--- src/rtl/snake_pkg.sv ---
// Shared snake-game definitions: cell encoding, screen/grid geometry and
// the RAM arbiter state type used by the grid memory arbiter slice.
package snake_pkg;

    localparam int CELL_SHIFT = 4;
    localparam int GRID_W     = 40;
    localparam int GRID_H     = 30;
    localparam int H_ACTIVE   = 640;
    localparam int V_ACTIVE   = 480;

    typedef enum logic [1:0] {
        EMPTY = 2'd0,
        SNAKE = 2'd1,
        FOOD  = 2'd2,
        WALL  = 2'd3
    } cell_t;

    typedef enum logic {
        RENDER = 1'b0,
        GAME   = 1'b1
    } arb_state_t;

endpackage

--- src/rtl/grid_mem_arbiter_if.sv ---
// Game-engine access channel plus grid RAM bus of the arbiter.
// slave: arbiter side. master: game engine / RAM / bench side.
interface grid_mem_arbiter_if #(
    parameter int ADDR_W = 11,
    parameter int DATA_W = 2
);
    logic              game_req;
    logic              game_en;
    logic              game_we;
    logic [ADDR_W-1:0] game_addr;
    logic [DATA_W-1:0] game_wdata;
    logic              game_done;
    logic              game_gnt;
    logic [DATA_W-1:0] game_rdata;
    logic              game_rvalid;
    logic [ADDR_W-1:0] mem_addr;
    logic              mem_we;
    logic [DATA_W-1:0] mem_wdata;
    logic [DATA_W-1:0] mem_rdata;

    modport slave (
        input  game_req, game_en, game_we, game_addr, game_wdata,
        input  game_done, mem_rdata,
        output game_gnt, game_rdata, game_rvalid,
        output mem_addr, mem_we, mem_wdata
    );

    modport master (
        output game_req, game_en, game_we, game_addr, game_wdata,
        output game_done, mem_rdata,
        input  game_gnt, game_rdata, game_rvalid,
        input  mem_addr, mem_we, mem_wdata
    );
endinterface

--- src/rtl/frame_step_timer.sv ---
// Detects the start of vertical blanking, counts frames and emits a
// one-cycle step_tick every STEP_FRAMES frames.
// Ports: clk, rst (sync, active high), vblank in; step_tick out.
module frame_step_timer #(
    parameter int STEP_FRAMES = 8
) (
    input  logic clk,
    input  logic rst,
    input  logic vblank,
    output logic step_tick
);
    localparam int CW = $clog2(STEP_FRAMES + 1);
    localparam logic [CW-1:0] LAST = CW'(STEP_FRAMES - 1);

    logic          vblank_q;
    logic [CW-1:0] frame_cnt;
    logic          vblank_start;

    assign vblank_start = vblank & ~vblank_q;

    always_ff @(posedge clk) begin
        if (rst) begin
            vblank_q  <= 1'b0;
            frame_cnt <= '0;
            step_tick <= 1'b0;
        end else begin
            vblank_q  <= vblank;
            step_tick <= 1'b0;
            if (vblank_start) begin
                if (frame_cnt == LAST) begin
                    frame_cnt <= '0;
                    step_tick <= 1'b1;
                end else begin
                    frame_cnt <= frame_cnt + CW'(1);
                end
            end
        end
    end
endmodule

--- src/rtl/grid_mem_arbiter.sv ---
// Shares the single-port grid RAM: VGA cell reads during active video,
// exclusive game-engine access during vertical blanking, game step tick.
// Ports: clk, rst (sync, active high); r_pixel/c_pixel/video_on from vga;
// step_tick, overrun_err, pix_cell, pix_valid out; bus carries the game
// channel and the RAM bus (mem_rdata sampled the cycle after mem_addr).
module grid_mem_arbiter #(
    parameter int CELL_SHIFT  = snake_pkg::CELL_SHIFT,
    parameter int GRID_W      = snake_pkg::GRID_W,
    parameter int GRID_H      = snake_pkg::GRID_H,
    parameter int ADDR_W      = 11,
    parameter int DATA_W      = 2,
    parameter int V_ACTIVE    = snake_pkg::V_ACTIVE,
    parameter int STEP_FRAMES = 8
) (
    input  logic              clk,
    input  logic              rst,
    input  logic [9:0]        r_pixel,
    input  logic [9:0]        c_pixel,
    input  logic              video_on,
    output logic              step_tick,
    output logic              overrun_err,
    output logic [DATA_W-1:0] pix_cell,
    output logic              pix_valid,
    grid_mem_arbiter_if.slave bus
);
    import snake_pkg::*;

    localparam logic [9:0] V_START = 10'(V_ACTIVE);
    localparam logic [9:0] ROWS    = 10'(GRID_H);
    localparam logic [9:0] COLS    = 10'(GRID_W);

    // Constant multiply unrolled into shifted adds of the set bits of GRID_W.
    function automatic logic [ADDR_W-1:0] times_grid_w(
        input logic [ADDR_W-1:0] v
    );
        logic [ADDR_W-1:0] acc;
        acc = '0;
        for (int i = 0; i < ADDR_W && i < 32; i++) begin
            if (GRID_W[i]) acc = acc + (v << i);
        end
        return acc;
    endfunction

    logic              vblank;
    logic [9:0]        row;
    logic [9:0]        col;
    logic              in_grid;
    logic [ADDR_W-1:0] render_addr;
    logic              accept;

    arb_state_t state;
    logic       rd_pend;
    logic       game_src;
    logic       von_q;

    assign vblank  = (r_pixel >= V_START);
    assign row     = r_pixel >> CELL_SHIFT;
    assign col     = c_pixel >> CELL_SHIFT;
    assign in_grid = video_on & (row < ROWS) & (col < COLS);

    assign render_addr = in_grid
        ? times_grid_w(ADDR_W'(row)) + ADDR_W'(col)
        : '0;

    assign accept = (state == GAME) & bus.game_en;

    frame_step_timer #(
        .STEP_FRAMES(STEP_FRAMES)
    ) u_timer (
        .clk       (clk),
        .rst       (rst),
        .vblank    (vblank),
        .step_tick (step_tick)
    );

    always_ff @(posedge clk) begin
        if (rst) begin
            state           <= RENDER;
            bus.game_gnt    <= 1'b0;
            overrun_err     <= 1'b0;
            bus.mem_addr    <= '0;
            bus.mem_we      <= 1'b0;
            bus.mem_wdata   <= '0;
            rd_pend         <= 1'b0;
            game_src        <= 1'b0;
            bus.game_rvalid <= 1'b0;
            bus.game_rdata  <= '0;
            von_q           <= 1'b0;
            pix_valid       <= 1'b0;
            pix_cell        <= '0;
        end else begin
            unique case (state)
                RENDER: begin
                    if (vblank & bus.game_req) begin
                        state        <= GAME;
                        bus.game_gnt <= 1'b1;
                    end
                end
                GAME: begin
                    if (bus.game_done | ~bus.game_req | ~vblank) begin
                        state        <= RENDER;
                        bus.game_gnt <= 1'b0;
                        if (~vblank) overrun_err <= 1'b1;
                    end
                end
            endcase

            bus.mem_addr  <= accept ? bus.game_addr : render_addr;
            bus.mem_we    <= accept & bus.game_we;
            bus.mem_wdata <= accept ? bus.game_wdata : '0;

            // Tags travel with the address so the returning data is
            // steered to the game port or to the pixel path.
            rd_pend  <= accept & ~bus.game_we;
            game_src <= accept;

            bus.game_rvalid <= rd_pend;
            bus.game_rdata  <= rd_pend ? bus.mem_rdata : '0;

            von_q     <= video_on;
            pix_valid <= von_q;
            pix_cell  <= ((state == GAME) | game_src) ? '0 : bus.mem_rdata;
        end
    end
endmodule

--- src/flat_wrapper.sv ---
// flat-port wrapper written by rule: the top's interface ports become plain ports
module grid_mem_arbiter_flat import snake_pkg::*;
#(
    parameter int CELL_SHIFT  = snake_pkg::CELL_SHIFT,
    parameter int GRID_W      = snake_pkg::GRID_W,
    parameter int GRID_H      = snake_pkg::GRID_H,
    parameter int ADDR_W      = 11,
    parameter int DATA_W      = 2,
    parameter int V_ACTIVE    = snake_pkg::V_ACTIVE,
    parameter int STEP_FRAMES = 8
)
  (clk, rst, r_pixel, c_pixel, video_on, step_tick, overrun_err, pix_cell, pix_valid, bus_game_req, bus_game_en, bus_game_we, bus_game_addr, bus_game_wdata, bus_game_done, bus_mem_rdata, bus_game_gnt, bus_game_rdata, bus_game_rvalid, bus_mem_addr, bus_mem_we, bus_mem_wdata);
  grid_mem_arbiter_if #(.ADDR_W(ADDR_W), .DATA_W(DATA_W)) bus_i ();
  input  logic clk;
  input  logic rst;
  input  logic [9:0] r_pixel;
  input  logic [9:0] c_pixel;
  input  logic video_on;
  output logic step_tick;
  output logic overrun_err;
  output logic [DATA_W-1:0] pix_cell;
  output logic pix_valid;
  input wire logic [$bits(bus_i.game_req)-1:0] bus_game_req;
  input wire logic [$bits(bus_i.game_en)-1:0] bus_game_en;
  input wire logic [$bits(bus_i.game_we)-1:0] bus_game_we;
  input wire logic [$bits(bus_i.game_addr)-1:0] bus_game_addr;
  input wire logic [$bits(bus_i.game_wdata)-1:0] bus_game_wdata;
  input wire logic [$bits(bus_i.game_done)-1:0] bus_game_done;
  input wire logic [$bits(bus_i.mem_rdata)-1:0] bus_mem_rdata;
  output wire logic [$bits(bus_i.game_gnt)-1:0] bus_game_gnt;
  output wire logic [$bits(bus_i.game_rdata)-1:0] bus_game_rdata;
  output wire logic [$bits(bus_i.game_rvalid)-1:0] bus_game_rvalid;
  output wire logic [$bits(bus_i.mem_addr)-1:0] bus_mem_addr;
  output wire logic [$bits(bus_i.mem_we)-1:0] bus_mem_we;
  output wire logic [$bits(bus_i.mem_wdata)-1:0] bus_mem_wdata;
  assign bus_i.game_req = bus_game_req;
  assign bus_i.game_en = bus_game_en;
  assign bus_i.game_we = bus_game_we;
  assign bus_i.game_addr = bus_game_addr;
  assign bus_i.game_wdata = bus_game_wdata;
  assign bus_i.game_done = bus_game_done;
  assign bus_i.mem_rdata = bus_mem_rdata;
  assign bus_game_gnt = bus_i.game_gnt;
  assign bus_game_rdata = bus_i.game_rdata;
  assign bus_game_rvalid = bus_i.game_rvalid;
  assign bus_mem_addr = bus_i.mem_addr;
  assign bus_mem_we = bus_i.mem_we;
  assign bus_mem_wdata = bus_i.mem_wdata;
  grid_mem_arbiter #(.CELL_SHIFT(CELL_SHIFT), .GRID_W(GRID_W), .GRID_H(GRID_H), .ADDR_W(ADDR_W), .DATA_W(DATA_W), .V_ACTIVE(V_ACTIVE), .STEP_FRAMES(STEP_FRAMES)) u_core (.clk(clk), .rst(rst), .r_pixel(r_pixel), .c_pixel(c_pixel), .video_on(video_on), .step_tick(step_tick), .overrun_err(overrun_err), .pix_cell(pix_cell), .pix_valid(pix_valid), .bus(bus_i));
endmodule
--- config.mk ---
export PLATFORM = sky130hd
export DESIGN_NAME = grid_mem_arbiter_flat
export DESIGN_NICKNAME = d
export VERILOG_FILES = /design/src/rtl/snake_pkg.sv /design/src/rtl/grid_mem_arbiter_if.sv /design/src/rtl/frame_step_timer.sv /design/src/rtl/grid_mem_arbiter.sv /design/src/flat_wrapper.sv
export SDC_FILE = /design/constraint.sdc
export NUM_CORES = 1
export LEC_CHECK = 0
export ABC_CLOCK_PERIOD_IN_PS = 2400
export CAP_MARGIN = 5
export CORE_ASPECT_RATIO = 0.5
export CORE_UTILIZATION = 36
export DETAILED_ROUTE_END_ITERATION = 6
export GPL_ROUTABILITY_DRIVEN = 1
export HOLD_SLACK_MARGIN = 0.05
export PLACE_DENSITY = 0.87
export SYNTH_ARGS = -nofsm -noshare
export SYNTH_HDL_FRONTEND = slang
export SYNTH_SLANG_ARGS = --single-unit
export TNS_END_PERCENT = 30
--- constraint.sdc ---
create_clock -name clk -period 2.4 [get_ports clk]
set_input_delay 0.6 -clock clk [delete_from_list [all_inputs] [get_ports clk]]
set_output_delay 0.6 -clock clk [all_outputs]
set_load 0.01 [all_outputs]
# == Word-level counts from Yosys, hierarchy flattened ==
# Index checks and enable logic that the tools add are counted.
# word_totals
ff_bits,32
inputBits,42
# op_classes
n_addsub,3
magnitude_cmp,3
eq_ne,3
n_mux,10
n_bitwise,18
reduce_logical,6
# op_table
operator,count
2-to-1 mux 11 bit,2
adder 11 x 6 -> 11 bit,1
adder 9 x 11 -> 11 bit,1
greater-or-equal comparator 10 x 9 -> 1 bit (second input constant),1
inverter 1 bit,8
OR reduction 2 bit,4
AND 1 bit,7
less-than comparator 6 x 5 -> 1 bit (second input constant),1
less-than comparator 6 bit (second input constant),1
2-to-1 mux 1 bit,5
adder 4 x 1 -> 4 bit (second input constant),1
== test 4 x 3 -> 1 bit (second input constant),1
2-to-1 mux 4 bit,1
one-hot mux 1 bit (2 select lines),2
bitwise OR 1 bit,3
AND reduction 3 bit,1
!= test 2 x 1 -> 1 bit (second input constant),1
!= test 2 bit (second input constant),1
AND reduction 2 bit,1

# == Longest topological paths before layout ==
# Gate-level depths: netlist of run 1.
# depth
ltp_word,5
mapped_depth,8
depth_no_buf,8

# == Modules after synthesis ==
# Synthesis of run 1 repeated with hierarchy kept, for this count alone.
# hier_totals
cells_unflattened,129
hier_area_um2,1366.3
# modules_own_cells
module,n_inst,cells_per_inst,area_per_inst_um2
grid_mem_arbiter,1,105,1123.6
frame_step_timer,1,24,242.7

# == Least setup slack after synthesis of run 1 ==
# OpenSTA, ideal clock, no wires.
# synth_path
path_kind,input port to flip-flop
start,in r_pixel[4]
end,reg u_core.bus.mem_addr[8]
setup_time_ns,0.117
arrival_time_ns,2.288
t_required_ns,2.283
setup_slack_ns,-0.005
cell_stages,8
n_path_buf,0
path_cell_list,inv_1 -> fa_1 -> inv_1 -> fa_1 -> a21o_1 -> a21o_1 -> xor2_1 -> a22o_1
# synth_via
elab_chain_cells,5
word_cells_on_any_way,7
classes_between,add/sub: 2; order compare: 1; mux: 2; bitwise: 2
# synth_lines
item,line,text
from (decl),flat_wrapper.sv:16,input logic [9:0] r_pixel;
branches (longest 3 deep; another with adder 9 x 11 -> 11 bit),-,
2-to-1 mux 11 bit (*),grid_mem_arbiter.sv:62,? times_grid_w(ADDR_W'(row)) + ADDR_W'(col)
2-to-1 mux 11 bit (*),grid_mem_arbiter.sv:108,bus.mem_addr <= accept ? bus.game_addr : render_addr;
to (signal assigned),grid_mem_arbiter.sv:108,
to (decl),grid_mem_arbiter_if.sv:25,"output mem_addr, mem_we, mem_wdata"
# Every way passes the cells marked *.
# A chain may end at the register's enable or synchronous reset.

# == Final worst setup path of run 1 ==
# layout_path
start,in c_pixel[7]
end,reg u_core.bus.mem_addr[8]
# layout_via
elab_chain_cells,4
word_cells_on_any_way,5
classes_between,add/sub: 1; order compare: 1; mux: 2; bitwise: 1
# layout_lines
item,line,text
from (decl),flat_wrapper.sv:17,input logic [9:0] c_pixel;
branches (longest 2 deep; another with adder 11 x 6 -> 11 bit),-,
2-to-1 mux 11 bit (*),grid_mem_arbiter.sv:62,
2-to-1 mux 11 bit (*),grid_mem_arbiter.sv:108,
# Marks and branches as above.

==> results of run 1 <==
-- worst reg2reg max path: stages, from the launching register on --
cell and delay (ns):
dfxtp_1 0.45, nand2_1 0.13, nor2_1 0.78, nand2_1 0.14, o211ai_1 0.11
-- sequential cells by signal, indices dropped and copies added, names as in the netlist --
name / cells
u_core.pix_valid: 1
u_core.bus.game_rvalid: 1
u_core.u_timer.vblank_q: 1
u_core.bus.mem_addr: 11
u_core.state: 1
u_core.bus.mem_we: 1
u_core.von_q: 1
u_core.bus.game_rdata: 2
u_core.pix_cell: 2
u_core.rd_pend: 1
u_core.bus.game_gnt: 1
u_core.u_timer.step_tick: 1
u_core.overrun_err: 1
u_core.bus.mem_wdata: 2
u_core.u_timer.frame_cnt: 4
u_core.game_src: 1
-- metrics by stage --
step / cells / setup TNS [ns] / setup slack (ns) / hold slack, ns / area [um2]
5_1_grt: 255 / 0 / 0.00980 / 0.455 / 2220
4_1_cts: 255 / 0 / 0.000306 / 0.439 / 2220
6_report: 255 / 0 / 0.0622 / 0.443 / 2220
3_5_place_dp: 246 / -2.46 / -0.593 / 0.429 / 2050
2_1_floorplan: 129 / 0 / 0.0205 / 0.414 / 1340
3_3_place_gp: 246 / -2.15 / -0.534 / 0.419 / 2050
-- kinds of logic after synthesis --
logic type               share of synthesized area
multiplexers                               0.00746
adder cells (fa/ha/maj)                      0.142
flip-flops                                   0.478
buffers and inverters                       0.0308
XOR/XNOR                                    0.0261
AND/OR/NAND/NOR                              0.151
AO/OA/AOI/OAI                                0.165
-- cells in the final DEF (no fill, tap or decap), types with 2 or more instances in the layout --
master and instances:
clkdlybuf4s50_1 51, dfxtp_1 32, buf_4 15, nor2_1 11, a22o_1 9, and2_1 7, nand2_1 6, ha_1 6
o21ai_0 5, a21oi_1 5, ha_4 5, clkbuf_8 5, inv_1 4, nor3_1 3, a21o_1 3, clkbuf_2 3
inv_2 2, nor2b_1 2, xnor2_1 2, a211oi_1 2, o211ai_1 2, nand3_1 2, xor2_1 2
-- power breakdown --
| part | internal (mW) | total [mW] | leakage [nW] | switching [mW] |
|---|---|---|---|---|
| clock | 0.307 | 0.519 | 0.0541 | 0.212 |
| sequential | 0.549 | 0.559 | 0.261 | 0.00998 |
| combinational | 0.155 | 0.262 | 0.604 | 0.108 |
-- area by class of cell --
class | count | share of cell area
clock inverters | 3 | 0.0191
inverters | 6 | 0.0101
well taps | 51 | 0.0287
repair buffers | 71 | 0.296
clock buffers | 5 | 0.0309
multi-input cells | 87 | 0.327
flip-flops and latches | 32 | 0.288
-- how the worst max path moves through the flow --
stage                    start                     end  slack (ns)  depth (start not counted)
CTS                 r_pixel[5]  u_core.bus.mem_addr[8]      0.0003                          8
global placement    r_pixel[4]  u_core.bus.mem_addr[9]       -0.53                          9
detailed placement  r_pixel[4]  u_core.bus.mem_addr[9]       -0.59                          9
finish              c_pixel[7]  u_core.bus.mem_addr[8]        0.06                          8
floorplan           r_pixel[4]  u_core.bus.mem_addr[9]        0.02                          8
global route        c_pixel[7]  u_core.bus.mem_addr[8]        0.01                          8
-- layer usage --
| metal | vias up | global-route usage | share of wire |
|---|---|---|---|
| li1 | 607 | - | - |
| met3 | 15 | 0.0384 | 0.037 |
| met1 | 606 | 0.220 | 0.42 |
| met2 | 37 | 0.374 | 0.51 |
| met4 | 0 | 0.106 | 0.032 |
| met5 | - | 0 | 0 |
-- repair_timing --
item,in CTS,in global routing
setup endpoints to repair,5,3
buffers inserted,1,0
pin swaps,6,3
gates resized for setup,10,10
==> impl_metrics.csv, run 1 <==
group,metric,value,unit
route,drt_wl_total,3690,um
synth,yosysUniqueCellTypes,32,
run,maxCapViolations,0,
clock_tree,cts_tree,"yes",
pwr,totalPowerFinal,1.34,mW
global_routing,grt_max_degree,16,
clock_tree,ctsRootBufferMaster,"clkbuf_8",
timing,max_freq,428,MHz
synth,yosysMostFrequentCell,"dfxtp_1",
clock_tree,path_clk_slew,0.08,ns
worst_setup_path,cp_cell_sequence,"clkdlybuf4s50_1, ha_2, ha_4, fa_2, a21o_1, a21o_1, xor2_1, a22o_1",
clock_tree,cts_sinks,32,
clock_tree,numCtsBuffers,5,
route,drt_iter0_markers,26,
synth,yosysSeqAreaShare,0.478,
layout,seq_area,641,um2
synth,synth-edff-count,0,
clock_tree,h-tree-depth,2,
placement,place_congestion,0.794,
synth,synth_top_area_cell,"dfxtp_1",
timing,maxSlewHeadroom,0.325,
worst_setup_path,cp.required,2.58,ns
synth,yosys.area.top_type_share,0.478,
floorplanning,die_w,88.3,um
worst_setup_path,crit_arrival,2.51,ns
timing,worst_slew_pin_slew,1.01,ns
clock_tree,cts.path.max_buffers,2,
timing,drv_slew,0,
pwr,ir_drop,0.000264,V
synth,synth.top_cells.by_count,"32 x dfxtp_1, 12 x ha_1, 11 x nor2_1",
synth,synth_flop_cell,"dfxtp_1",
worst_setup_path,cp-start-kind,"input pin",
floorplanning,rows,15,
global_routing,antenna_found_initial,0,
global_routing,grt_first_pass_wirelength,5870,um
layout,diodes,0,
pwr,leakage,0.918,nW
global_routing,grtUsageTotal,0.199,
floorplanning,dieHeight,45.2,um
layout,nFillCells,265,
synth,postSynthAreaPerCell,10.4,um2
clock_tree,clk_latency,0.29,ns
route,ant_nets,0,
timing,setup_viol,0,
layout,postLayoutCoreUtil,0.637,
placement,dp_hpwl,2620,um
timing,rsz0062_at_grt,"false",
worst_setup_path,crit_fanout,2,
layout,drive_gt1_frac,0.181,
worst_setup_path,max_stage_delay,0.45,ns
floorplanning,ios,65,
synth,synthCells,129,
synth,mappedNetlistArea,0.00134,mm2
timing,fin_skew,0.00662,ns
worst_setup_path,reg2reg_to,"u_core.bus.mem_addr[10]",
layout,areaGrowthSynthToFinish,65.9,%
timing,period_share,0.974,
hold_path,min_from,"u_core.von_q",
clock_tree,cts_hold_buf,0,
floorplanning,dieArea,0.00399,mm2
floorplanning,core_area,0.00349,mm2
outcome,outcome,"completed",
worst_setup_path,cp_slowest_cell,"clkdlybuf4s50_1",
pwr,p_per_area,603,mW/mm2
placement,port-buffer-count,56,
hold_path,hold_end,"u_core.pix_valid",
global_routing,grt_overflow,0,
synth,netlist_top_cells_area,"dfxtp_1 48%, ha_1 11%, a22o_1 5.9%",
route,vias,1265,
hold_path,min_path_type,"reg -> reg",
worst_setup_path,cp-end-kind,"flip-flop",
route,wl_per_cell,14.5,um
route,drc,0,
synth,syn-num-nets,185,
hold_path,hold_depth,1,
worst_setup_path,crit_type,"in -> reg",
timing,period_minus_slack,2.34,ns
layout,layout.nets,259,
worst_setup_path,r2r_start,"u_core.state",
route,first_pass_iters,4,
worst_setup_path,r2r_cells,4,
worst_setup_path,cpMostUsedCell,"a21o_1",
timing,hold_violations,0,
floorplanning,initial_utilization,0.384,
global_routing,grt_pass1_vias,1270,
route,viasPerCell,4.96,
synth,ys_seq_elements,32,
worst_setup_path,r2r_setup_slack,0.71,ns
worst_setup_path,critical_path.top_delay_family,"adder cells",
worst_setup_path,critical_path_buf_inv_count,1,
synth,synthArstFlopShare,0,
synth,yosysWarnings,0,
layout,multi_input_area,727,um2
No activity file was read; power rests on OpenSTA's default activity.
==> run 2: changes to the inputs <==
--- a/config.mk
+++ b/config.mk
@@ -13,6 +13,7 @@
 export GPL_ROUTABILITY_DRIVEN = 1
 export HOLD_SLACK_MARGIN = 0.05
 export PLACE_DENSITY = 0.87
+export SLEW_MARGIN = 30
 export SYNTH_ARGS = -nofsm -noshare
 export SYNTH_HDL_FRONTEND = slang
 export SYNTH_SLANG_ARGS = --single-unit
==> impl_metrics.csv, run 2 (synthesis gave the netlist of run 1 again) <==
group,metric,value,unit
timing,hold_violations,0,
layout,largest_reg_flops,11,
global_routing,grt_overflow,0,
clock_tree,h-tree-depth,2,
timing,period_share,0.974,
layout,seq_area,641,um2
route,vias,1250,
route,drt_wl_total,3710,um
timing,max_freq,428,MHz
layout,nFillCells,263,
layout,stdcell_count,255,
timing,period_minus_slack,2.34,ns
outcome,outcome,"completed",
pwr,leakage,0.918,nW
floorplanning,die_w,88.3,um
layout,top_register,"u_core.bus.mem_addr",
global_routing,antenna_found_initial,0,
clock_tree,cts_tree,"yes",
global_routing,grt_max_degree,16,
placement,dp_hpwl,2620,um
clock_tree,path_clk_slew,0.08,ns
floorplanning,rows,15,
global_routing,grt_pass1_vias,1270,
layout,drive_gt1_frac,0.186,
timing,drv_slew,0,
layout,layout.nets,259,
timing,worst_slew_pin_slew,0.631,ns
layout,multi_input_area,729,um2
timing,maxSlewHeadroom,0.579,
route,first_pass_iters,4,
route,wl_per_cell,14.6,um
clock_tree,numCtsBuffers,5,
layout,areaGrowthSynthToFinish,66.0,%
placement,place_ws,-0.593,ns
placement,dp.cells,246,
global_routing,grt_first_pass_wirelength,5870,um
clock_tree,cts_sinks,32,
run,maxCapViolations,0,
timing,rsz0062_at_grt,"false",
timing,setup_viol,0,
worst_setup_path,r2r_cells,4,
timing,tns,0,ns
layout,reg_top3,"u_core.bus.mem_addr: 11 flops, u_core.u_timer.frame_cnt: 4 flops",
placement,dpl_cell_area,0.00205,mm2
layout,mostFrequentLayoutCells,"51 x clkdlybuf4s50_1, 32 x dfxtp_1, 15 x buf_4",
worst_setup_path,startpoint,"c_pixel[7]",
worst_setup_path,cp.required,2.57,ns
layout,diodes,0,
clock_tree,clk_latency,0.28,ns
timing,fin_ws,0.0626,ns
placement,port-buffer-count,56,
pwr,ir_drop,0.000264,V
worst_setup_path,crit_arrival,2.51,ns
worst_setup_path,crit_type,"in -> reg",
worst_setup_path,cp-end-kind,"flip-flop",
layout,postLayoutCoreUtil,0.638,
clock_tree,cts.path.max_buffers,2,
placement,place_congestion,0.794,
layout,layout_commonest_cell,"clkdlybuf4s50_1",
floorplanning,dieArea,0.00399,mm2
worst_setup_path,reg2reg_to,"u_core.bus.mem_addr[10]",
floorplanning,ios,65,
worst_setup_path,endpoint,"u_core.bus.mem_addr[8]",
floorplanning,initial_utilization,0.384,
timing,fin_skew,0.00653,ns
floorplanning,dieHeight,45.2,um
route,ant_nets,0,
layout,stdcell_area,0.00223,mm2
hold_path,min_path_type,"reg -> reg",
route,drc,0,
floorplanning,core_area,0.00349,mm2
worst_setup_path,crit_fanout,2,
route,drt_iter0_markers,35,
worst_setup_path,cp-start-kind,"input pin",
pwr,p_per_area,602,mW/mm2
route,viasPerCell,4.90,
global_routing,grtUsageTotal,0.199,
clock_tree,ctsRootBufferMaster,"clkbuf_8",
worst_setup_path,r2r_start,"u_core.state",
worst_setup_path,r2r_setup_slack,0.99,ns
## run 2: power by group
group	switching, mW	internal, mW	leakage, nW	total (mW)
Clock	0.211	0.307	0.0541	0.518
Combinational	0.108	0.155	0.603	0.263
Sequential	0.0101	0.549	0.261	0.559
## run 2: how the worst min path moves through the flow
stage,endpoint,cells past startpoint,from,slack (ns)
CTS,u_core.pix_valid,1,u_core.von_q,0.44
finish,u_core.pix_valid,1,u_core.von_q,0.44
detailed placement,u_core.pix_valid,1,u_core.von_q,0.43
global route,u_core.pix_valid,1,u_core.von_q,0.46
floorplan,u_core.pix_valid,1,u_core.von_q,0.41
global placement,u_core.pix_valid,1,u_core.von_q,0.42
## run 2: timing repair
action	4_1_cts	5_1_grt
buffers inserted	1	0
cloned	0	0
pin swaps	6	3
setup endpoints to repair	5	3
hold buffers	0	0
gates resized for setup	10	10
## run 2: metal layers
layer	up-vias	GRT usage	wire length, um
met5	-	0	0
met4	0	0.106	111
met3	13	0.0384	122
met2	28	0.374	1910
met1	603	0.220	1570
li1	606	-	-
## run 2: critical path, cell delays in order
cell and delay (ns):
clkdlybuf4s50_1 0.45, ha_2 0.21, ha_4 0.17, fa_2 0.38, a21o_1 0.18, a21o_1 0.20, xor2_1 0.14, a22o_1 0.17
## run 2: stage by stage
step	power, mW	hold WS (ns)
2_1_floorplan	0.672	0.414
3_3_place_gp	0.794	0.419
3_5_place_dp	0.805	0.429
4_1_cts	1.33	0.439
5_1_grt	1.40	0.455
6_report	1.34	0.438
## run 2: final cells by class
type | count | share of cell area
well taps | 51 | 0.0287
clock inverters | 3 | 0.0191
repair buffers | 71 | 0.296
clock buffers | 5 | 0.0309
flip-flops and latches | 32 | 0.288
multi-input cells | 87 | 0.328
inverters | 6 | 0.0101
==> run 3: changes to the inputs <==
--- a/config.mk
+++ b/config.mk
@@ -8,6 +8,7 @@
 export ABC_CLOCK_PERIOD_IN_PS = 2400
 export CAP_MARGIN = 5
 export CORE_ASPECT_RATIO = 0.5
+export CORE_MARGIN = 2
 export CORE_UTILIZATION = 36
 export DETAILED_ROUTE_END_ITERATION = 6
 export GPL_ROUTABILITY_DRIVEN = 1
==> impl_metrics.csv, run 3 (synthesis gave the netlist of run 1 again) <==
group,metric,value,unit
route,drt_iter0_markers,29,
placement,place_ws,-0.563,ns
layout,drive_gt1_frac,0.153,
route,viasPerCell,4.85,
floorplanning,dieHeight,47.2,um
layout,layout_commonest_cell,"clkdlybuf4s50_1",
route,drc,0,
layout,top_register,"u_core.bus.mem_addr",
timing,period_minus_slack,2.33,ns
clock_tree,post_cts_buffers,0,
worst_setup_path,reg2reg_to,"u_core.bus.mem_addr[10]",
route,ant_nets,0,
clock_tree,ctsRootBufferMaster,"clkbuf_8",
layout,postLayoutCoreUtil,0.635,
worst_setup_path,cp-end-kind,"flip-flop",
global_routing,antenna_found_initial,0,
placement,port-buffer-count,56,
worst_setup_path,cp_slowest_cell,"fa_1",
timing,tns,0,ns
floorplanning,dieArea,0.00426,mm2
layout,reg_top3,"u_core.bus.mem_addr: 11 flops, u_core.u_timer.frame_cnt: 4 flops",
route,first_pass_iters,4,
hold_path,min_path_type,"reg -> reg",
floorplanning,core_area,0.00351,mm2
timing,period_share,0.970,
clock_tree,clk_latency,0.29,ns
worst_setup_path,cp.required,2.58,ns
hold_path,min_from,"u_core.von_q",
placement,dpl_cell_area,0.00205,mm2
worst_setup_path,r2r_setup_slack,1.00,ns
route,vias,1232,
layout,stdcell_area,0.00223,mm2
timing,hold_violations,0,
worst_setup_path,crit_fanout,2,
hold_path,hold_end,"u_core.pix_valid",
timing,drv_slew,0,
global_routing,grt_pass1_vias,1209,
worst_setup_path,max_stage_delay,0.55,ns
pwr,leakage,0.928,nW
pwr,p_per_area,591,mW/mm2
clock_tree,path_clk_slew,0.07,ns
route,wl_per_cell,14.1,um
pwr,totalPowerFinal,1.32,mW
clock_tree,cts_tree,"yes",
clock_tree,numCtsBuffers,5,
floorplanning,ios,65,
worst_setup_path,critical_path_buf_inv_count,3,
floorplanning,initial_utilization,0.382,
clock_tree,cts_sinks,32,
timing,max_freq,430,MHz
floorplanning,rows,15,
placement,place_congestion,0.818,
layout,layout.nets,258,
global_routing,grt_max_degree,16,
hold_path,hold_depth,1,
timing,maxSlewHeadroom,0.584,
floorplanning,die_w,90.3,um
global_routing,grtUsageTotal,0.168,
pwr,ir_drop,0.000346,V
worst_setup_path,cpMostUsedCell,"a21o_1",
timing,fin_skew,0.00518,ns
clock_tree,h-tree-depth,2,
worst_setup_path,cp-start-kind,"input pin",
route,drt_wl_total,3590,um
worst_setup_path,crit_arrival,2.50,ns
placement,dp_hpwl,2590,um
timing,setup_viol,0,
run,maxCapViolations,0,
worst_setup_path,critical_path.top_delay_family,"adder cells",
timing,fin_ws,0.0729,ns
worst_setup_path,r2r_start,"u_core.state",
worst_setup_path,cp_cell_sequence,"clkdlybuf4s15_1, inv_1, fa_1, inv_2, fa_2, a21o_1, a21o_1, xor2_1, a22o_1",
global_routing,grt_overflow,0,
worst_setup_path,crit_cells,9,
worst_setup_path,r2r_cells,4,
global_routing,grt_first_pass_wirelength,5410,um
layout,mostFrequentLayoutCells,"51 x clkdlybuf4s50_1, 32 x dfxtp_1, 14 x buf_4",
outcome,outcome,"completed",
worst_setup_path,crit_type,"in -> reg",
timing,worst_slew_pin_slew,0.624,ns
layout,diodes,0,
layout,largest_reg_flops,11,
layout,areaGrowthSynthToFinish,66.2,%
clock_tree,cts.path.max_buffers,2,
## run 3: cell type report
cell class / instances / area (um2)
Inverter: 6 / 22.5
Clock inverter: 2 / 35.0
Clock buffer: 6 / 72.6
Tap cell: 51 / 63.8
Sequential cell: 32 / 641
Fill cell: 274 / 1280
Timing Repair Buffer: 70 / 668
Multi-Input combinational cell: 87 / 727
## run 3: stage by stage
| stage | std cells | hold slack, ns |
|---|---|---|
| 6_report | 254 | 0.443 |
| 3_5_place_dp | 246 | 0.441 |
| 5_1_grt | 254 | 0.458 |
| 4_1_cts | 254 | 0.452 |
| 3_3_place_gp | 246 | 0.419 |
| 2_1_floorplan | 129 | 0.414 |
## run 3: how the worst max path moves through the flow
| stage | to | slack, ns | start |
|---|---|---|---|
| 6_report | u_core.bus.mem_addr[8] | 0.07 | r_pixel[4] |
| 5_1_grt | u_core.bus.mem_addr[8] | -0.01 | r_pixel[4] |
| 4_1_cts | u_core.bus.mem_addr[8] | 0.03 | r_pixel[5] |
| 3_5_place_dp | u_core.bus.mem_addr[9] | -0.56 | r_pixel[4] |
| 3_3_place_gp | u_core.bus.mem_addr[9] | -0.53 | r_pixel[4] |
| 2_1_floorplan | u_core.bus.mem_addr[9] | 0.02 | r_pixel[4] |
## run 3: per-layer routing
layer  routed length, um  track usage  up-vias
met5                   0            0        -
met1                1400        0.170      590
met4                  95        0.126        0
li1                    -            -      600
met2                1950        0.323       32
met3                 142       0.0465       10
## run 3: worst register-to-register path, stage by stage (launching register included)
cell and delay (ns):
dfxtp_1 0.42, nand2_1 0.15, nor2_2 0.51, nand2_1 0.13, o211ai_1 0.11
## run 3: report_power, final
| group | switching (mW) | total [mW] | internal (mW) |
|---|---|---|---|
| clock network | 0.192 | 0.500 | 0.308 |
| logic | 0.105 | 0.260 | 0.155 |
| registers | 0.00892 | 0.559 | 0.550 |
## run 3: timing repair
item	in CTS	in global routing
pin swaps	7	5
resized for setup	8	5
endpoints found under the setup margin	4	2
endpoints found under the hold margin	0	0
hold buffers	0	0
